$ cat config.mk
export PLATFORM = sky130hd
export DESIGN_NAME = ram_boot_loader
export DESIGN_NICKNAME = d
export VERILOG_FILES = /design/src/rtl/ram_boot_loader.sv
export SDC_FILE = /design/constraint.sdc
export NUM_CORES = 1
export LEC_CHECK = 0
export ABC_AREA = 1
export CAP_MARGIN = 20
export CORE_MARGIN = 2
export CORE_UTILIZATION = 51
export CTS_CLUSTER_DIAMETER = 200
export CTS_CLUSTER_SIZE = 16
export DETAILED_ROUTE_END_ITERATION = 12
export MAX_ROUTING_LAYER = met4
export PLACE_DENSITY_LB_ADDON = 0.1
export SLEW_MARGIN = 20
export SYNTH_ARGS = -nofsm -noshare
export SYNTH_HDL_FRONTEND = slang
export SYNTH_SLANG_ARGS = --single-unit
export TNS_END_PERCENT = 30
$ cat constraint.sdc
create_clock -name clk -period 1.7 [get_ports clk]
set_clock_uncertainty 0.05 [all_clocks]
set_input_delay 0.17 -clock clk [delete_from_list [all_inputs] [get_ports clk]]
set_output_delay 0.17 -clock clk [all_outputs]
set_load 0.02 [all_outputs]
$ cat src/rtl/ram_boot_loader.sv
`default_nettype none
`timescale 1ns/1ps
// ============================================================================
// Module   : ram_boot_loader
// Purpose  : Framed serial boot loader; writes payload to program RAM and
//            holds the CPU until a frame with a good checksum has landed.
// Revision : 1.0 - initial release
// ============================================================================
module ram_boot_loader #(
  parameter int unsigned           ADDR_WIDTH = 12,
  parameter logic [7:0]            SYNC_BYTE  = 8'h55,
  parameter logic [ADDR_WIDTH-1:0] BASE_ADDR  = '0
) (
  input  logic                  clk,
  input  logic                  reset,
  input  logic [7:0]            rx_data,
  input  logic                  rx_valid,
  output logic                  rx_ready,
  output logic [ADDR_WIDTH-1:0] mem_addr,
  output logic [7:0]            mem_data,
  output logic                  mem_we,
  output logic                  cpu_hold,
  output logic                  done,
  output logic                  error
);

  typedef enum logic [2:0] {
    S_IDLE   = 3'd0,
    S_LEN_HI = 3'd1,
    S_LEN_LO = 3'd2,
    S_DATA   = 3'd3,
    S_CSUM   = 3'd4,
    S_DONE   = 3'd5
  } state_t;

  state_t                  r_state;
  logic [3:0]              r_len_hi;
  logic [11:0]             r_len;
  logic [11:0]             r_count;
  logic [7:0]              r_csum;

  logic                    w_accept;
  logic [11:0]             w_len;
  logic [11:0]             w_count_next;
  logic [7:0]              w_csum_next;
  logic [ADDR_WIDTH-1:0]   w_wr_addr;

  // DONE is terminal, so the loader stops accepting bytes once it gets there
  assign rx_ready     = (r_state != S_DONE);
  assign w_accept     = rx_valid && rx_ready;
  assign w_len        = {r_len_hi, rx_data};
  assign w_count_next = r_count + 12'd1;
  assign w_csum_next  = r_csum + rx_data;
  // Wraps naturally at the top of the address space
  assign w_wr_addr    = BASE_ADDR + ADDR_WIDTH'(r_count);

  always_ff @(posedge clk or posedge reset) begin
    if (reset) begin
      r_state  <= S_IDLE;
      r_len_hi <= 4'h0;
      r_len    <= 12'd0;
      r_count  <= 12'd0;
      r_csum   <= 8'h00;
      mem_we   <= 1'b0;
      mem_addr <= '0;
      mem_data <= 8'h00;
      cpu_hold <= 1'b1;
      done     <= 1'b0;
      error    <= 1'b0;
    end else begin
      mem_we <= 1'b0;
      if (w_accept) begin
        unique case (r_state)
          S_IDLE: begin
            if (rx_data == SYNC_BYTE) begin
              r_state <= S_LEN_HI;
              error   <= 1'b0;
            end
          end
          S_LEN_HI: begin
            if (rx_data[7:4] != 4'h0) begin
              error   <= 1'b1;
              r_state <= S_IDLE;
            end else begin
              r_len_hi <= rx_data[3:0];
              r_state  <= S_LEN_LO;
            end
          end
          S_LEN_LO: begin
            r_len   <= w_len;
            r_count <= 12'd0;
            r_csum  <= 8'h00;
            r_state <= (w_len == 12'd0) ? S_CSUM : S_DATA;
          end
          S_DATA: begin
            mem_we   <= 1'b1;
            mem_addr <= w_wr_addr;
            mem_data <= rx_data;
            r_csum   <= w_csum_next;
            r_count  <= w_count_next;
            if (w_count_next == r_len) begin
              r_state <= S_CSUM;
            end
          end
          S_CSUM: begin
            if (rx_data == r_csum) begin
              r_state  <= S_DONE;
              done     <= 1'b1;
              cpu_hold <= 1'b0;
            end else begin
              error   <= 1'b1;
              r_state <= S_IDLE;
            end
          end
          default: begin
            r_state <= r_state;
          end
        endcase
      end
    end
  end

endmodule
`default_nettype wire

# [After elaboration in Yosys (flattened, before gate mapping)]
# Index checks and enable logic that the tools add are counted.
[classes] add_sub_neg=2 eq_ne=12 muxes=14 bitwise=1 n_reduce_logical=14
[ops] cell="12-bit one-hot mux with 2 select lines" n=1
[ops] cell="8-bit one-hot mux with 2 select lines" n=1
[ops] cell="3-bit one-hot mux with 5 select lines" n=1
[ops] cell="12-bit by 1-bit adder with 12-bit output, second input constant" n=1
[ops] cell="12-bit == test" n=1
[ops] cell="12-bit logical NOT" n=1
[ops] cell="3-bit two-way mux" n=4
[ops] cell="8-bit adder" n=1
[ops] cell="8-bit by 7-bit == test with 1-bit output, second input constant" n=1
[ops] cell="8-bit == test" n=1
[ops] cell="2-bit != test, second input constant" n=4
[ops] cell="3-bit by 2-bit == test with 1-bit output, second input constant" n=2
[ops] cell="2-bit AND reduction" n=3
[ops] cell="3-bit AND reduction" n=2
[ops] cell="1-bit two-way mux" n=5
[ops] cell="5-bit AND reduction" n=1
[ops] cell="5-bit nonzero test" n=1
[ops] cell="4-bit AND reduction" n=1
[ops] cell="4-bit nonzero test" n=1
[ops] cell="3-bit by 1-bit == test with 1-bit output, second input constant" n=1
[ops] cell="3-bit == test, second input constant" n=1
[ops] cell="3-bit logical NOT" n=1
[ops] cell="3-bit != test, second input constant" n=1
[ops] cell="1-bit one-hot mux with 3 select lines" n=1
[ops] cell="other kinds (5)" n=5
[word_totals] regBits=63 input_bits=11 output_inout_bits=25 word_cells=54

# [Longest topological paths before layout]
# Gate-level depths: netlist of run 1.
[depth] depth_word=4 ltp_mapped=15 mapped_depth_nobuf=15

# [Worst setup path before layout of run 1]
# Ideal clock, no wire load.
[synth_timing] kind="flip-flop to flip-flop" start="reg r_count[0]" end="reg r_state[2]" setup_ns=0.117 t_arrival_ns=1.613 t_required_ns=1.533 setup_slack_ns=-0.080 path_stages_with_launch=13 path_buffers=0 path_cell_list="dfrtp_1 > ha_1 > or2_2 > nand3b_1 > nand3_1 > nor2_1 > nand2_1 > nor2_1 > nand3_1 > nand2_2 > nand2_1 > nand2_1 > nand2_1"
[synth_via] elab_chain_len=4
[synth_lines] item="start, declared" line="39" source="logic [11:0] r_count;"
[synth_lines] item="start signal, assigned" line="100" source="r_count <= w_count_next;"
[synth_lines] item="12-bit by 1-bit adder with 12-bit output" line="52" source="assign w_count_next = r_count + 12'd1;"
[synth_lines] item="12-bit == test" line="101" source="if (w_count_next == r_len) begin"
[synth_lines] item="2-bit != test (no line)"
[synth_lines] item="4-bit AND reduction (no line)"
[synth_lines] item="end signal, assigned" line="93" source="r_state <= (w_len == 12'd0) ? S_CSUM : S_DATA;"
[synth_lines] item="end signal, assigned" line="116" source="r_state <= r_state;"
[synth_lines] item="end, declared" line="36" source="state_t r_state;"
# No other way between the ends.
# A chain may end at the register's enable or synchronous reset.

# [Final worst setup path of run 1]
[layout_timing] start="reg r_count[0]" end="reg r_state[1]"
# The elaborated chain is that of the path after synthesis.

==> results of run 1 <==
## routing by layer
metal  part of all wire (%)  vias up  GRT usage (%)
met3                    4.2       16           3.34
li1                       -     1581              -
met5                      0        -              -
met4                    1.8        0           8.94
met2                     52      103           42.9
met1                     42     1574           32.4
## worst min-delay path, stage by stage
cell             delay (ns)
clkdlybuf4s50_1        0.45
clkinvlp_4             0.09
buf_4                  0.34
## Yosys cell counts
library cell | number | area share [%]
dfrtp_1 | 62 | 47
o21ai_0 | 53 | 8.1
nand3b_1 | 5 | 1.1
o21ai_1 | 6 | 0.92
o21a_1 | 1 | 0.23
nor4_1 | 5 | 0.95
nor2_2 | 2 | 0.38
o211ai_1 | 1 | 0.23
nand3_1 | 34 | 5.2
a31oi_1 | 2 | 0.38
nor3_1 | 3 | 0.46
or2_2 | 1 | 0.19
ha_1 | 8 | 3.1
nor2_1 | 29 | 3.3
xor2_1 | 2 | 0.53
o21bai_1 | 2 | 0.46
buf_2 | 5 | 0.76
nand2_2 | 4 | 0.76
a21oi_1 | 10 | 1.5
a21boi_0 | 1 | 0.23
dfstp_2 | 1 | 0.80
inv_1 | 50 | 5.7
fa_1 | 1 | 0.61
mux2_2 | 1 | 0.34
xnor2_1 | 1 | 0.27
clkbuf_1 | 4 | 0.46
inv_2 | 1 | 0.11
o22ai_1 | 5 | 0.95
o311ai_0 | 2 | 0.53
nor2_4 | 1 | 0.34
buf_6 | 1 | 0.34
nand2_1 | 108 | 12
nand4_1 | 5 | 0.95
## metrics by stage
stage	std cells	cell area [um2]	setup TNS (ns)	hold WS [ns]	utilization, %
after CTS	591	4320	-0.744	0.257	68.9
after floorplan	417	3280	-0.302	0.245	-
final	601	4650	-0.960	0.250	74.1
after global routing	601	4650	-2.62	0.282	74.1
after global placement	576	4120	-3.29	0.390	65.6
after detailed placement	576	4120	-4.23	0.392	65.6
## kinds of logic after synthesis
kind of cell               synth area share [%]
and+or+nand+nor                            26.1
buffers and inverters                      7.41
AOI/OAI and AO/OA                          13.6
adders and majority gates                  3.67
xor gates and xnor gates                  0.802
DFF                                        48.1
muxes                                     0.344
## power by group through the flow
stage / registers, W / logic [W] / clock network [W]
after floorplan: 0.00289 / 0.00182 / 0
after global placement: 0.00265 / 0.00359 / 0
after detailed placement: 0.00268 / 0.00369 / 0
after CTS: 0.00267 / 0.00380 / 0.00115
after global routing: 0.00282 / 0.00478 / 0.00122
final: 0.00273 / 0.00437 / 0.00115
## flip-flops by register name (all words and copies together), names as in the netlist
signal    count
mem_addr     12
r_count      12
r_len        12
mem_data      8
r_csum        8
r_len_hi      4
r_state       3
cpu_hold      1
done          1
error         1
mem_we        1
## layout make-up
type	count	area [um2]	area share, %
Inverter	51	200	4.31
Tap cell	77	96.3	2.07
Clock buffer	11	141	3.04
Sequential cell	63	1580	34.0
Multi-Input combinational cell	293	1710	36.8
Timing Repair Buffer	102	898	19.3
Clock inverter	4	22.5	0.484
## timing repair
| action | 4_1_cts | 5_1_grt |
|---|---|---|
| gates resized for setup | 18 | 60 |
| pin swaps | 11 | 25 |
| setup buffers | 0 | 10 |
| setup endpoints to repair | 11 | 54 |
## how the worst min path moves through the flow
stage | from | to | slack, ns | depth (start not counted)
after floorplan | reset | done$_DFFE_PP0P_ | 0.24 | 1
after global placement | cpu_hold$_DFFE_PP1P_ | cpu_hold$_DFFE_PP1P_ | 0.39 | 2
after detailed placement | cpu_hold$_DFFE_PP1P_ | cpu_hold$_DFFE_PP1P_ | 0.39 | 2
after CTS | reset | r_csum[6]$_DFFE_PP0P_ | 0.26 | 3
after global routing | reset | r_csum[6]$_DFFE_PP0P_ | 0.28 | 3
final | reset | r_csum[6]$_DFFE_PP0P_ | 0.25 | 3
==> impl_results.md, run 1 <==
- CORE AREA: 0.00628 mm2
- Fin crit share: 118%
- Gr usage total: 25.7%
- Status: finished, violations left
- DR pass1 iterations: 5
- Critical path data arrival time: 2.19 ns
- Layout cells sized above 1: a little over a quarter
- Initial antenna violation count: 0
- Initial Util: between 50 and 60%
- Largest net degree at the start of global routing: 36
- Most frequent cells in the layout: 97 x nand2_1, 61 x dfrtp_1, 60 x buf_4
- FF-to-FF path depth: 14
- DRT antenna net count: 0
- Inserted Diodes: 0
- Worst r2r src: r_count[0]$_DFFE_PP0P_
- Critical Path Start Type: register
- RePlAce Congestion: ~0.9
- Synth warnings: 0
- Skew-Pair Late Insertion Delay: 0.34 ns
- Number of max-cap violations: 0
- P_int: about 0.0048 W
- RSZ-0062 raised after global routing: true
- Slew Limit Fails: 0
- Setup violations, final: 6
- Crit-path most repeated cell: nand3_1
- Die height: 84.2 um
- CP endpoint: r_state[1]$_DFFE_PP0P_
- Layout Nets: 540
- Hold buffers post-CTS: 0
- Clock sink total: 63
- CP Cell Sequence: buf_6 > inv_1 > nor2_4 > buf_4 > nand3_1 > nand3_1 > nand2_1 > nand3_1 > nor2_2 > nand3_2 > nand2_4 > nand2_4 > nand2_2 > nand2_2
- WL per Instance: about 15 um
- CP max stage delay: 0.42 ns
- Worst-margin pin slew: 0.423 ns
- Seq pwr share: around a third
- CP max FO: 6
- Worst rel slew slack: 71.6%
- Worst Setup Slack, final: -0.301 ns
- Cell Area, Synth: 0.00328 mm2
- Vias in the first global route: 3,120
- WP depth: 14
- Number of CTS-inserted buffers: 9
- Dpl hpwl: 5.99 mm
- I/O pins: 36
- Fin. Hold Viols: 0
- DP Worst Slack: -0.464 ns
- Logic gate share of total power: 53.0%
- Psw: around 0.0035 W
- P&R area growth vs syn: 41.9%
- Clock buffer depth: 2
- Worst-path clk slew: roughly 0.08 ns
- Fillers: 462
- Root buf cell: clkbuf_8
- Drt initial violations: 190
- DR DRC count: 0
- Via density: 5.45
- Gr ovfl total: 0
- Cells after Synth: 417
- CP Class: register to register
- Switching Share: 42.2%
- Die ar.: 0.00708 mm2
- Pwr Density: 1770 mW/mm2
- F_max: 500 MHz
- Final WL: 9.09 mm
- P_leak: ~2.2 nW
- R2R Path End: r_state[1]$_DFFE_PP0P_
- Avg Cell Area, Syn: 7.86 um2
- Worst path required time: 1.89 ns
- Violated checks: setup timing
- Reg2reg setup slack: -0.30 ns
- Post-layout min period: 2.00 ns
- CP Buf/Inv Count: 3
- CTS tree: yes
- Slowest cell on the critical path: dfrtp_1
- Distinct cell type count after synthesis: 33
- Most common cell after layout, fill and taps aside: nand2_1
- Hold WC Path Type: input pin to async pin
- Cell family with most CP delay: simple AND/OR/NAND/NOR gates
- IO buf count: 35
- H-tree levels: 3
- Critical Path Start: r_count[0]$_DFFE_PP0P_
- Clk pwr share: 13.9%
- Via count: 3,274
- Max VDD drop: roughly 1.1 mV
- Row Count: 29
- Total chip power: ~0.0082 W
- First-pass GRT wire length: 14.3 mm
- Register area share after synthesis: 48.1%
- Crit path capture type: register
- Die X: approximately 84 um
- Mapped Nets: 437
- Yosys reg bits: 63
(Power assumes the default switching activity.)
==> run 2, diff against run 1 <==
Settings changed: RECOVER_POWER from default to 50.
==> run 2 against run 1 <==
The flow still finishes with violations (setup timing). Sequential share of layout area about the same. Sequential power about the same. Die area unchanged. Flip-flop and latch count unchanged. Setup slack got worse by 0.0015 ns. First-iteration DRC count decreased by 1.1%. Clock power about the same. Routed wire length decreased by 0.30%. Combinational power about the same. Critical path depth unchanged. Via count increased by 0.46%. Cell count unchanged.
==> impl_results.md, run 2 (synthesis gave the netlist of run 1 again) <==
- Status: finished, violations left
- Violated checks: setup timing
- Logic gate share of total power: between 50% and 60%
- Clock buffer depth: 2
- CP max FO: 6
- RSZ-0062 raised after global routing: true
- Initial antenna violation count: 0
- Fin. Hold Viols: 0
- Vias in the first global route: about 3,100
- Placed Area: around 0.004 mm2
- Row Count: 29
- Cell family with most CP delay: simple AND/OR/NAND/NOR gates
- Die X: 84.2 um
- P_leak: around 2.2 nW
- Slew Limit Fails: 0
- Core Util, Final: 74.0%
- Via density: between 5 and 6
- Post-layout min period: between 2 and 2.5 ns
- CTS tree: yes
- Area of the multi-input gates: roughly 0.0017 mm2
- I/O pins: 36
- Gr ovfl total: 0
- Crit-path most repeated cell: nand3_1
- Hold path cells: 2
- Worst-margin pin slew: 0.854 ns
- Via count: 3,289
- Reg area: 0.00158 mm2
- P_int: 0.00476 W
- Crit path capture type: register
- Switching Share: 42.2%
- Final WL: 9.06 mm
- DR WL met3: 389 um
- Dpl hpwl: 5.99 mm
- Inserted Diodes: 0
- P&R area growth vs syn: 41.7%
- Setup violations, final: 7
- RePlAce Congestion: around 0.88
- Clock sink total: 63
- CP Class: register to register
- Number of CTS-inserted buffers: 9
- CORE AREA: 0.00628 mm2
- Largest net degree at the start of global routing: 36
- Most frequent cells in the layout: 97 x nand2_1, 61 x dfrtp_1, 58 x buf_4
- Slowest cell on the critical path: dfrtp_1
- CP max stage delay: ~0.42 ns
- Die height: around 84 um
- Worst Setup Slack, final: -0.302 ns
- IO buf count: 35
- Drt initial violations: 188
- WL per Instance: 15.1 um
- Routed metal-1 wirelength: ~3.8 mm
- WL met2: 4.68 mm
- Max layer used: met4
- Psw: ~0.0035 W
- DR pass1 iterations: 5
- H-tree levels: 3
- CP Buf/Inv Count: 3
- Regs by FF count: mem_addr (12), r_count (12), r_len (12)
- Critical path data arrival time: 2.19 ns
- Layout Nets: 540
- Skew-Pair Late Insertion Delay: 0.34 ns
- Worst rel slew slack: 43.0%
- Layout cells sized above 1: 27.1%
- FF-to-FF path depth: 14
- Max VDD drop: 1.06 mV
- First-pass GRT wire length: around 14 mm
- Worst path required time: roughly 1.9 ns
- Most common cell after layout, fill and taps aside: nand2_1
- WP depth: 14
- Critical Path Start Type: register
- DR DRC count: 0
- Fin crit share: 118%
- Seq pwr share: 33.1%
- DRT antenna net count: 0
- Design area: 0.00464 mm2
- Hold WC Path Type: register to register
- Initial Util: between 50% and 60%
- Die ar.: between 0.007 and 0.008 mm2
- Clk pwr share: 13.9%
- F_max: 499 MHz
- Hold buffers post-CTS: 0
- Root buf cell: clkbuf_8
- Number of max-cap violations: 0
- Gr usage total: ~26%
- Pwr Density: between 1500 and 2000 mW/mm2
- CP Cell Sequence: buf_6 > inv_1 > nor2_4 > buf_4 > nand3_1 > nand3_1 > nand2_1 > nand3_1 > nor2_2 > nand3_2 > nand2_4 > nand2_4 > nand2_2 > nand2_2
- Fillers: 462
- Worst-path clk slew: around 0.08 ns
run 2: tightest hold or removal path: stages, from the launching register on:
cell and delay, ns:
dfstp_2 0.37, nand2_1 0.06, inv_1 0.04
run 2: worst paths after layout:
check | startpoint | end | slack, ns
setup reg to reg | r_count[0]$_DFFE_PP0P_ | r_state[1]$_DFFE_PP0P_ | -0.30
setup / recovery | r_count[0]$_DFFE_PP0P_ | r_state[1]$_DFFE_PP0P_ | -0.30
min in group asynchronous | reset | r_csum[6]$_DFFE_PP0P_ | 0.50
max in group asynchronous | reset | r_count[2]$_DFFE_PP0P_ | 0.47
hold reg to reg | cpu_hold$_DFFE_PP1P_ | cpu_hold$_DFFE_PP1P_ | 0.41
hold / removal | cpu_hold$_DFFE_PP1P_ | cpu_hold$_DFFE_PP1P_ | 0.41
run 2: metrics by stage:
| stage | total power, W | std cells | TNS, ns | setup slack, ns | hold slack, ns |
|---|---|---|---|---|---|
| finish | 0.00824 | 601 | -0.961 | -0.302 | 0.412 |
| global placement | 0.00624 | 576 | -3.29 | -0.414 | 0.390 |
| detailed placement | 0.00636 | 576 | -4.23 | -0.464 | 0.392 |
| CTS | 0.00762 | 591 | -0.744 | -0.213 | 0.257 |
| global route | 0.00882 | 601 | -2.62 | -0.410 | 0.436 |
| floorplan | 0.00471 | 417 | -0.302 | -0.0797 | 0.245 |
run 2: power by group through the flow:
stage / sequential, W / combinational [W] / clock, W
after floorplan: 0.00289 / 0.00182 / 0
after global placement: 0.00265 / 0.00359 / 0
after detailed placement: 0.00268 / 0.00369 / 0
after CTS: 0.00267 / 0.00380 / 0.00115
after global routing: 0.00282 / 0.00478 / 0.00122
final: 0.00273 / 0.00437 / 0.00115
run 2: metal layers:
metal / up-vias / global-route usage [%]
met3: 18 / 3.34
met4: 0 / 8.94
met5: - / -
met2: 107 / 42.9
li1: 1584 / -
met1: 1580 / 32.4
run 2: cell type report:
cell class	count	share of cell area, %
Clock buffer	11	3.04
Clock inverter	4	0.485
Inverter	51	4.31
Multi-Input combinational cell	293	36.9
Sequential cell	63	34.0
Tap cell	77	2.07
Timing Repair Buffer	102	19.2
run 2: what timing repair did:
action / CTS / global route
buffers inserted: 0 / 10
endpoints found under the setup margin: 11 / 54
pin swaps: 11 / 25
resized for setup: 18 / 60
